$ cat config.mk
export PLATFORM = sky130hd
export DESIGN_NAME = mc_ctrl_fsm_flat
export DESIGN_NICKNAME = d
export VERILOG_FILES = /design/src/rtl/mc_ctrl_fsm_if.sv /design/src/rtl/mc_ctrl_fsm.sv /design/src/flat_wrapper.sv
export SDC_FILE = /design/constraint.sdc
export NUM_CORES = 1
export LEC_CHECK = 0
export ABC_AREA = 0
export CAP_MARGIN = 20
export CORE_AREA = 4 4 44 46
export CTS_BUF_LIST = sky130_fd_sc_hd__clkbuf_8
export DETAILED_ROUTE_END_ITERATION = 6
export DIE_AREA = 0 0 48 50
export PLACE_DENSITY = 0.86
export SKIP_LAST_GASP = 1
export SYNTH_ARGS = -nofsm -noshare
export SYNTH_HDL_FRONTEND = slang
export SYNTH_SLANG_ARGS = --single-unit
$ cat constraint.sdc
create_clock -name clk_i -period 2.35 [get_ports clk_i]
set_clock_uncertainty 0.2 [all_clocks]
set_input_delay 0.3525 -clock clk_i [delete_from_list [all_inputs] [get_ports clk_i]]
set_output_delay 0.3525 -clock clk_i [all_outputs]
set_load 0.01 [all_outputs]
$ cat src/rtl/mc_ctrl_fsm_if.sv
// Control bus between the multi-cycle MIPS main controller and its datapath.
// The datapath (master) supplies opcode and memory ready; the controller (slave) drives the controls.
interface mc_ctrl_fsm_if;
  logic [5:0] op;
  logic       mem_ready;

  logic       pc_write;
  logic       pc_write_cond;
  logic       i_or_d;
  logic       mem_read;
  logic       mem_write;
  logic       mem_to_reg;
  logic       ir_write;
  logic       reg_write;
  logic       reg_dst;
  logic       alu_src_a;
  logic [1:0] pc_source;
  logic [1:0] alu_op;
  logic [1:0] alu_src_b;
  logic       illegal_op;
  logic [3:0] state;

  modport master (
    output op, mem_ready,
    input  pc_write, pc_write_cond, i_or_d, mem_read, mem_write, mem_to_reg,
           ir_write, reg_write, reg_dst, alu_src_a, pc_source, alu_op,
           alu_src_b, illegal_op, state
  );

  modport slave (
    input  op, mem_ready,
    output pc_write, pc_write_cond, i_or_d, mem_read, mem_write, mem_to_reg,
           ir_write, reg_write, reg_dst, alu_src_a, pc_source, alu_op,
           alu_src_b, illegal_op, state
  );
endinterface

$ cat src/rtl/mc_ctrl_fsm.sv
// Main control FSM of the multi-cycle MIPS datapath: sequences fetch/decode/execute/memory/write-back.
// state    | meaning
// FETCH    | read instruction, PC+4; waits on mem_ready
// DECODE   | register read, branch target into ALUOut
// MEMADDR  | compute lw/sw address
// MEMREAD  | data read; waits on mem_ready
// MEMWB    | load result to rt
// MEMWRITE | data write; waits on mem_ready
// EXECUTE  | R-type ALU operation
// RCOMP    | R-type result to rd
// BRANCH   | beq compare, conditional PC update
// JUMP     | PC <= jump target
// ADDIEX   | addi ALU operation
// ADDIWB   | addi result to rt
module mc_ctrl_fsm (
  input  logic           clk_i,
  input  logic           reset_i,
  mc_ctrl_fsm_if.slave   bus
);

  typedef enum logic [3:0] {
    S_FETCH    = 4'd0,
    S_DECODE   = 4'd1,
    S_MEMADDR  = 4'd2,
    S_MEMREAD  = 4'd3,
    S_MEMWB    = 4'd4,
    S_MEMWRITE = 4'd5,
    S_EXECUTE  = 4'd6,
    S_RCOMP    = 4'd7,
    S_BRANCH   = 4'd8,
    S_JUMP     = 4'd9,
    S_ADDIEX   = 4'd10,
    S_ADDIWB   = 4'd11
  } state_t;

  localparam logic [5:0] OP_RTYPE = 6'b000000;
  localparam logic [5:0] OP_LW    = 6'b100011;
  localparam logic [5:0] OP_SW    = 6'b101011;
  localparam logic [5:0] OP_BEQ   = 6'b000100;
  localparam logic [5:0] OP_J     = 6'b000010;
  localparam logic [5:0] OP_ADDI  = 6'b001000;

  state_t state_q, state_d;
  logic   illegal_q, illegal_d;

  logic       pc_write_c, pc_write_cond_c, i_or_d_c, mem_read_c, mem_write_c;
  logic       mem_to_reg_c, ir_write_c, reg_write_c, reg_dst_c, alu_src_a_c;
  logic [1:0] pc_source_c, alu_op_c, alu_src_b_c;

  always_ff @(posedge clk_i) begin
    if (reset_i) begin
      state_q   <= S_FETCH;
      illegal_q <= 1'b0;
    end else begin
      state_q   <= state_d;
      illegal_q <= illegal_d;
    end
  end

  always_comb begin
    state_d         = S_FETCH;
    illegal_d       = 1'b0;
    pc_write_c      = 1'b0;
    pc_write_cond_c = 1'b0;
    i_or_d_c        = 1'b0;
    mem_read_c      = 1'b0;
    mem_write_c     = 1'b0;
    mem_to_reg_c    = 1'b0;
    ir_write_c      = 1'b0;
    reg_write_c     = 1'b0;
    reg_dst_c       = 1'b0;
    alu_src_a_c     = 1'b0;
    pc_source_c     = 2'b00;
    alu_op_c        = 2'b00;
    alu_src_b_c     = 2'b00;

    case (state_q)
      S_FETCH: begin
        mem_read_c  = 1'b1;
        alu_src_b_c = 2'b01;
        ir_write_c  = bus.mem_ready;
        pc_write_c  = bus.mem_ready;
        state_d     = bus.mem_ready ? S_DECODE : S_FETCH;
      end
      S_DECODE: begin
        alu_src_b_c = 2'b11;
        alu_op_c    = 2'b00;
        case (bus.op)
          OP_RTYPE:     state_d = S_EXECUTE;
          OP_LW, OP_SW: state_d = S_MEMADDR;
          OP_BEQ:       state_d = S_BRANCH;
          OP_J:         state_d = S_JUMP;
          OP_ADDI:      state_d = S_ADDIEX;
          default: begin
            state_d   = S_FETCH;
            illegal_d = 1'b1;
          end
        endcase
      end
      S_MEMADDR: begin
        alu_src_a_c = 1'b1;
        alu_src_b_c = 2'b10;
        state_d     = (bus.op == OP_LW) ? S_MEMREAD : S_MEMWRITE;
      end
      S_MEMREAD: begin
        mem_read_c = 1'b1;
        i_or_d_c   = 1'b1;
        state_d    = bus.mem_ready ? S_MEMWB : S_MEMREAD;
      end
      S_MEMWB: begin
        reg_write_c  = 1'b1;
        mem_to_reg_c = 1'b1;
        state_d      = S_FETCH;
      end
      S_MEMWRITE: begin
        mem_write_c = 1'b1;
        i_or_d_c    = 1'b1;
        state_d     = bus.mem_ready ? S_FETCH : S_MEMWRITE;
      end
      S_EXECUTE: begin
        alu_src_a_c = 1'b1;
        alu_src_b_c = 2'b00;
        alu_op_c    = 2'b10;
        state_d     = S_RCOMP;
      end
      S_RCOMP: begin
        reg_write_c = 1'b1;
        reg_dst_c   = 1'b1;
        state_d     = S_FETCH;
      end
      S_BRANCH: begin
        alu_src_a_c     = 1'b1;
        alu_op_c        = 2'b01;
        pc_write_cond_c = 1'b1;
        pc_source_c     = 2'b01;
        state_d         = S_FETCH;
      end
      S_JUMP: begin
        pc_write_c  = 1'b1;
        pc_source_c = 2'b10;
        state_d     = S_FETCH;
      end
      S_ADDIEX: begin
        alu_src_a_c = 1'b1;
        alu_src_b_c = 2'b10;
        alu_op_c    = 2'b00;
        state_d     = S_ADDIWB;
      end
      S_ADDIWB: begin
        reg_write_c = 1'b1;
        state_d     = S_FETCH;
      end
      default: state_d = S_FETCH;
    endcase
  end

  // Reset masks the outputs in the same cycle so an aborted instruction never writes.
  assign bus.pc_write      = pc_write_c      & ~reset_i;
  assign bus.pc_write_cond = pc_write_cond_c & ~reset_i;
  assign bus.i_or_d        = i_or_d_c        & ~reset_i;
  assign bus.mem_read      = mem_read_c      & ~reset_i;
  assign bus.mem_write     = mem_write_c     & ~reset_i;
  assign bus.mem_to_reg    = mem_to_reg_c    & ~reset_i;
  assign bus.ir_write      = ir_write_c      & ~reset_i;
  assign bus.reg_write     = reg_write_c     & ~reset_i;
  assign bus.reg_dst       = reg_dst_c       & ~reset_i;
  assign bus.alu_src_a     = alu_src_a_c     & ~reset_i;
  assign bus.pc_source     = reset_i ? 2'b00 : pc_source_c;
  assign bus.alu_op        = reset_i ? 2'b00 : alu_op_c;
  assign bus.alu_src_b     = reset_i ? 2'b00 : alu_src_b_c;
  assign bus.illegal_op    = illegal_q & ~reset_i;
  assign bus.state         = reset_i ? 4'd0 : state_q;

endmodule
$ cat src/flat_wrapper.sv
// flat-port wrapper written by rule: the top's interface ports become plain ports
module mc_ctrl_fsm_flat 
  (clk_i, reset_i, bus_op, bus_mem_ready, bus_pc_write, bus_pc_write_cond, bus_i_or_d, bus_mem_read, bus_mem_write, bus_mem_to_reg, bus_ir_write, bus_reg_write, bus_reg_dst, bus_alu_src_a, bus_pc_source, bus_alu_op, bus_alu_src_b, bus_illegal_op, bus_state);
  mc_ctrl_fsm_if bus_i ();
  input  logic clk_i;
  input  logic reset_i;
  input wire logic [$bits(bus_i.op)-1:0] bus_op;
  input wire logic [$bits(bus_i.mem_ready)-1:0] bus_mem_ready;
  output wire logic [$bits(bus_i.pc_write)-1:0] bus_pc_write;
  output wire logic [$bits(bus_i.pc_write_cond)-1:0] bus_pc_write_cond;
  output wire logic [$bits(bus_i.i_or_d)-1:0] bus_i_or_d;
  output wire logic [$bits(bus_i.mem_read)-1:0] bus_mem_read;
  output wire logic [$bits(bus_i.mem_write)-1:0] bus_mem_write;
  output wire logic [$bits(bus_i.mem_to_reg)-1:0] bus_mem_to_reg;
  output wire logic [$bits(bus_i.ir_write)-1:0] bus_ir_write;
  output wire logic [$bits(bus_i.reg_write)-1:0] bus_reg_write;
  output wire logic [$bits(bus_i.reg_dst)-1:0] bus_reg_dst;
  output wire logic [$bits(bus_i.alu_src_a)-1:0] bus_alu_src_a;
  output wire logic [$bits(bus_i.pc_source)-1:0] bus_pc_source;
  output wire logic [$bits(bus_i.alu_op)-1:0] bus_alu_op;
  output wire logic [$bits(bus_i.alu_src_b)-1:0] bus_alu_src_b;
  output wire logic [$bits(bus_i.illegal_op)-1:0] bus_illegal_op;
  output wire logic [$bits(bus_i.state)-1:0] bus_state;
  assign bus_i.op = bus_op;
  assign bus_i.mem_ready = bus_mem_ready;
  assign bus_pc_write = bus_i.pc_write;
  assign bus_pc_write_cond = bus_i.pc_write_cond;
  assign bus_i_or_d = bus_i.i_or_d;
  assign bus_mem_read = bus_i.mem_read;
  assign bus_mem_write = bus_i.mem_write;
  assign bus_mem_to_reg = bus_i.mem_to_reg;
  assign bus_ir_write = bus_i.ir_write;
  assign bus_reg_write = bus_i.reg_write;
  assign bus_reg_dst = bus_i.reg_dst;
  assign bus_alu_src_a = bus_i.alu_src_a;
  assign bus_pc_source = bus_i.pc_source;
  assign bus_alu_op = bus_i.alu_op;
  assign bus_alu_src_b = bus_i.alu_src_b;
  assign bus_illegal_op = bus_i.illegal_op;
  assign bus_state = bus_i.state;
  mc_ctrl_fsm u_core (.clk_i(clk_i), .reset_i(reset_i), .bus(bus_i));
endmodule
==> impl_metrics.csv, run 1 <==
group,metric,value,unit
floorplanning,std_cell_rows,14,
setup_path,path_max_fanout,14,
synthesis,synth-seq-cells,5,
setup_path,startpoint_type,"register",
clocking,cts_inserted_buffers,3,
clocking,clkTransAtPathRegs,0.04,ns
placement,gp_congestion,0.853,
sta,rsz0062_at_grt,"yes",
pwr,powerDensity,342,nW/um^2
final_layout,finish.instance_area,1080,um^2
floorplanning,die_h,50,um
setup_path,end_kind,"output port",
final_layout,fillers,121,
worst_hold_path,hp-class,"register to register",
synthesis,syn_area_per_cell,6.76,um^2
synthesis,syn-cell-area,616,um^2
sta,fin_crit,2.35,ns
routing,drc,0,
pwr,p_comb_share,31.3,%
synthesis,yosysWarnings,0,
final_layout,drive_gt1_share,23.5,%
routing,drt-wirelength-per-cell,13.9,um
synthesis,syn_inst,91,
setup_path,crit_path_cell_trace,"or2b_1 > nor3_1 > clkdlybuf4s50_1",
global_route,grt_antenna_before_repair,0,
global_route,grt_max_degree,15,
clocking,cts.path.max_buffers,2,
floorplanning,core_area,1510,um^2
final_layout,most-common-layout-cells,"clkdlybuf4s50_1, buf_4, nor2b_1",
routing,drtIter0Drc,36,
clocking,cts.sink_count,5,
final_layout,fin_nets,142,
clocking,cts_max_level,1,
sta,finalMaxSlewViolations,0,
final_layout,diodes,0,
outcome,status,"completed",
sta,relSlewSlack,72.8,%
clocking,post_cts_buffers,0,
routing,first_pass_iters,4,
synthesis,synthArstFlopShare,0,%
synthesis,ys_seq_area_share,16.3,%
pwr,clkPwrFrac,42.9,%
pwr,p_leak,0.488,nW
routing,vias_per_cell,5.70,
floorplanning,die_width,48,um
placement,placed_area,1010,um^2
placement,dp.cells,144,
floorplanning,die_area,2400,um^2
pwr,internal_power,0.266,mW
pwr,power.switching,0.102,mW
clocking,cts_tree,"done",
clocking,cts_root_buffer,"clkbuf_8",
placement,dp_hpwl,1540,um
pwr,pwr-share-seq,25.8,%
sta,hold_violations,0,
setup_path,crit_path_top_delay_cell,"clkdlybuf4s50_1",
global_route,grt_pass1_wl,3310,um
synthesis,synth_fp_nets,100,
setup_path,path_class,"register to output port",
sta,max_freq,426,MHz
placement,io_buffers,29,
final_layout,stdcell_count,148,
sta,setup_viol,0,
routing,ant_nets,0,
setup_path,arrival,1.79,ns
sta,post-route-period-util,99.8,%
clocking,clock_latency,0.22,ns
global_route,gr-total-overflow,0,
routing,routed_wirelength,2060,um
synthesis,ys.flop_type,"dfxtp_1",
job,drv_cap,0,
setup_path,cp.required,1.80,ns
setup_path,slowest_delay,0.61,ns
pwr,power,0.369,mW
sta,tightest_slew,0.397,ns
synthesis,synth_edf_count,0,
synthesis,ys_types,33,
routing,vias,843,
floorplanning,start_util,40.9,%
global_route,grt_usage,18.6,%
final_layout,layout.cells.most_common,"clkdlybuf4s50_1",
final_layout,synthToLayoutAreaGrowth,74.8,%
floorplanning,pin_count,30,
pwr,peakVddDrop,0.000338,V
pwr,swShare,27.8,%
global_route,grt_pass1_vias,787,
## cell type report
cell class | count | area (um^2) | area share (%)
multi-input cells | 76 | 473 | 44.0
repair buffers | 47 | 432 | 40.1
flip-flops and latches | 5 | 106 | 9.88
clock buffers | 3 | 41.3 | 3.84
well taps | 16 | 20.0 | 1.86
clock inverters | 1 | 3.75 | 0.349
## per-stage QoR
step | setup WS, ns | hold WS, ns | TNS (ns) | utilization (%)
2_1_floorplan | 0.333 | 0.335 | 0 | -
6_report | 0.00394 | 0.475 | 0 | 71.4
3_3_place_gp | -0.167 | 0.553 | -1.35 | 66.9
3_5_place_dp | -0.245 | 0.556 | -1.79 | 66.9
4_1_cts | 0.00929 | 0.492 | 0 | 70.3
5_1_grt | -0.0197 | 0.507 | -0.0369 | 71.4
## routing by layer
layer  track usage (%)  up-vias  wire length, um
met1              19.9      371              764
met3              4.73        4              186
met4              6.28        0               35
met2              33.3       53             1070
met5                 0        -                0
li1                  -      415                -
## what timing repair did
action,CTS,global route
gates resized for setup,4,7
gates cloned,0,0
setup endpoints to repair,16,7
hold buffers,0,0
## synthesized netlist by cell type (all sizes together), types with 2 or more instances
cell	instances	share of area [%]
nand2	7	4.3
or4	3	4.3
nor2	8	4.9
or3	2	2.0
a21o	4	4.9
buf	3	4.3
dfxtp	5	16
nor3b	2	2.4
nand2b	2	3.3
a31oi	2	2.0
nor4	3	3.0
o21ai	2	1.6
clkbuf	7	4.3
nor2b	9	9.1
xnor2	2	2.8
nand3	3	2.4
and3	3	3.0
a21oi	6	4.9
nor3	7	5.7
## worst max-delay path: cells and delay by family (launching register included)
family | cells | cell delay (ns)
and+or+nand+nor | 2 | 0.54
buffers and inverters | 1 | 0.61
DFF | 1 | 0.41
## final timing paths
path                           from                 to  slack (ns)  cells past startpoint
hold / removal    u_core.state_q[1]  u_core.state_q[1]        0.48                      2
setup / recovery  u_core.state_q[1]      bus_alu_op[1]       0.004                      3
setup reg to reg  u_core.state_q[0]  u_core.state_q[0]        0.40                      5
hold reg to reg   u_core.state_q[1]  u_core.state_q[1]        0.48                      2
## cell families (layout without fill, tap and decap cells)
family                    count (synthesis)  count (layout)  synth area share, %
AOI/OAI and AO/OA                        19              19                 19.7
xor gates and xnor gates                  3               3                 4.27
buffers and inverters                    10              51                 8.54
DFF                                       5               5                 16.3
and+or+nand+nor                          54              54                 51.2
## registers in the layout (all words and copies together) (netlist names)
signal / count
u_core.state_q: 4
u_core.illegal_q: 1
## power groups by stage
| stage | logic [mW] | registers [mW] | clock network [mW] |
|---|---|---|---|
| floorplan | 0.0510 | 0.0925 | 0 |
| global placement | 0.110 | 0.0966 | 0 |
| detailed placement | 0.114 | 0.0967 | 0 |
| CTS | 0.114 | 0.0957 | 0.158 |
| global route | 0.125 | 0.0959 | 0.163 |
| finish | 0.115 | 0.0952 | 0.158 |
(Power assumes the default switching activity.)
==> run 2: changes to the inputs <==
- CORE_AREA: 4 4 44 46 -> 2 2 42 44
- CTS_CLUSTER_SIZE: default -> 8
- DIE_AREA: 0 0 48 50 -> 0 0 44 46
- PLACE_DENSITY: 0.86 -> 0.8
==> run 2 against run 1 <==
  * Critical endpoint is now bus_mem_write
  * Largest power group unchanged
  * Via count down 4.0%
  * Worst hold slack better by 0.0053 ns
  * Sequential power shrank 0.5%
  * Wire length fell by 9.0%
  * Die area shrank 16%
  * Setup slack improved by 0.082 ns
==> impl_metrics.csv, run 2 (synthesis results as in run 1) <==
group,metric,value,unit
outcome,status,"completed",
floorplanning,core_area,1610,um^2
floorplanning,std_cell_rows,15,
placement,gp_congestion,0.815,
pwr,p_leak,0.561,nW
placement,dp_hpwl,1470,um
floorplanning,die_width,44,um
sta,hold_violations,0,
worst_hold_path,hp-class,"input port to register",
sta,tightest_slew,0.384,ns
floorplanning,pin_count,30,
clocking,clkTransAtPathRegs,0.04,ns
pwr,power,0.361,mW
pwr,powerDensity,341,nW/um^2
global_route,grt_pass1_wl,2990,um
clocking,cts.path.max_buffers,2,
routing,drtIter0Drc,14,
clocking,clock_latency,0.23,ns
clocking,cts_tree,"done",
sta,setup_viol,0,
floorplanning,start_util,38.1,%
sta,rsz0062_at_grt,"no",
setup_path,cpLargestDelayFamily,"buffers and inverters",
final_layout,most-common-layout-cells,"clkdlybuf4s50_1, buf_4, nor2_1, nor2b_1, dlymetal6s2s_1",
setup_path,end_kind,"output port",
global_route,grt_pass1_vias,711,
sta,fin_crit,2.26,ns
sta,post-route-period-util,96.3,%
pwr,peakVddDrop,0.000352,V
routing,vias,809,
setup_path,reg2reg_slack,0.34,ns
placement,placed_area,980,um^2
clocking,hold_buffers,0,
setup_path,crit_path_cell_trace,"buf_4 > nand2b_4 > nor3_1 > clkdlybuf4s50_1",
placement,dp.cells,141,
final_layout,final_core_util,65.7,%
clocking,cts.sink_count,5,
final_layout,fin_nets,138,
sta,max_freq,442,MHz
setup_path,path_max_fanout,9,
final_layout,drive_gt1_share,21.1,%
clocking,cts_inserted_buffers,3,
final_layout,diodes,0,
setup_path,slowest_delay,0.57,ns
floorplanning,die_area,2020,um^2
routing,vias_per_cell,5.58,
routing,ant_nets,0,
setup_path,cp.required,1.80,ns
final_layout,largest-register,"u_core.state_q",
job,drv_cap,0,
clocking,cts_max_level,1,
global_route,grt_usage,20.0,%
routing,routed_wirelength,1870,um
global_route,gr-total-overflow,0,
setup_path,crit_buf_inv,2,
final_layout,stdcell_count,145,
floorplanning,die_h,46,um
routing,drc,0,
global_route,grt_max_degree,18,
final_layout,largest_register_ffs,4,
routing,first_pass_iters,4,
setup_path,path_class,"register to output port",
sta,fin_hold_ws,0.481,ns
final_layout,finish.instance_area,1060,um^2
setup_path,startpoint_type,"register",
global_route,grt_antenna_before_repair,0,
final_layout,top_regs,"u_core.state_q x4, u_core.illegal_q x1",
setup_path,arrival,1.71,ns
routing,drt-wirelength-per-cell,12.9,um
sta,relSlewSlack,73.7,%
clocking,cts_root_buffer,"clkbuf_8",
setup_path,crit_path_top_delay_cell,"clkdlybuf4s50_1",
final_layout,synthToLayoutAreaGrowth,72.2,%
placement,io_buffers,29,
final_layout,layout.cells.most_common,"clkdlybuf4s50_1",
sta,finalMaxSlewViolations,0,
run 2: final timing paths:
kind | start | depth (start not counted) | end
setup / recovery | u_core.state_q[0] | 4 | bus_mem_write
hold / removal | reset_i | 4 | u_core.state_q[2]
setup reg to reg | u_core.state_q[0] | 5 | u_core.state_q[0]
hold reg to reg | u_core.state_q[1] | 2 | u_core.state_q[1]
run 2: report_power, final:
group / switching [mW] / leakage (nW) / internal, mW
Combinational: 0.0477 / 0.492 / 0.0615
Clock: 0.0452 / 0.0269 / 0.112
Sequential: 0.00680 / 0.0425 / 0.0879
Total: 0.0997 / 0.561 / 0.262
run 2: final cells by class:
cell class	instances	area (um^2)
clock buffer	3	41.3
clock inverter	1	3.75
fill	136	554
multi-input combinational	76	475
sequential	5	106
tap	17	21.3
timing repair buffer	43	412
run 2: stage by stage:
| step | setup TNS [ns] | setup WS, ns |
|---|---|---|
| after detailed placement | -0.788 | -0.190 |
| after floorplan | 0 | 0.333 |
| after CTS | -0.0285 | -0.0158 |
| after global placement | -0.515 | -0.120 |
| after global routing | 0 | 0.0204 |
| final | 0 | 0.0859 |
run 2: layer usage:
metal / GRT usage [%] / wire [um] / up-vias
met5: 0 / 0 / -
met3: 3.17 / 156 / 4
met1: 20.1 / 752 / 355
li1: - / - / 403
met4: 9.70 / 40 / 0
met2: 39.4 / 922 / 47
run 2: what timing repair did:
| action | CTS | global route |
|---|---|---|
| endpoints found under the setup margin | 11 | 15 |
| setup buffers | 0 | 0 |
| resized for setup | 7 | 11 |
run 2: worst reg2reg max path, delay by kind of cell (launching register included):
| family | cells | cell delay, ns |
|---|---|---|
| AND/OR/NAND/NOR | 3 | 0.92 |
| buffers and inverters | 1 | 0.20 |
| AO/OA/AOI/OAI | 1 | 0.16 |
| flip-flops | 1 | 0.47 |
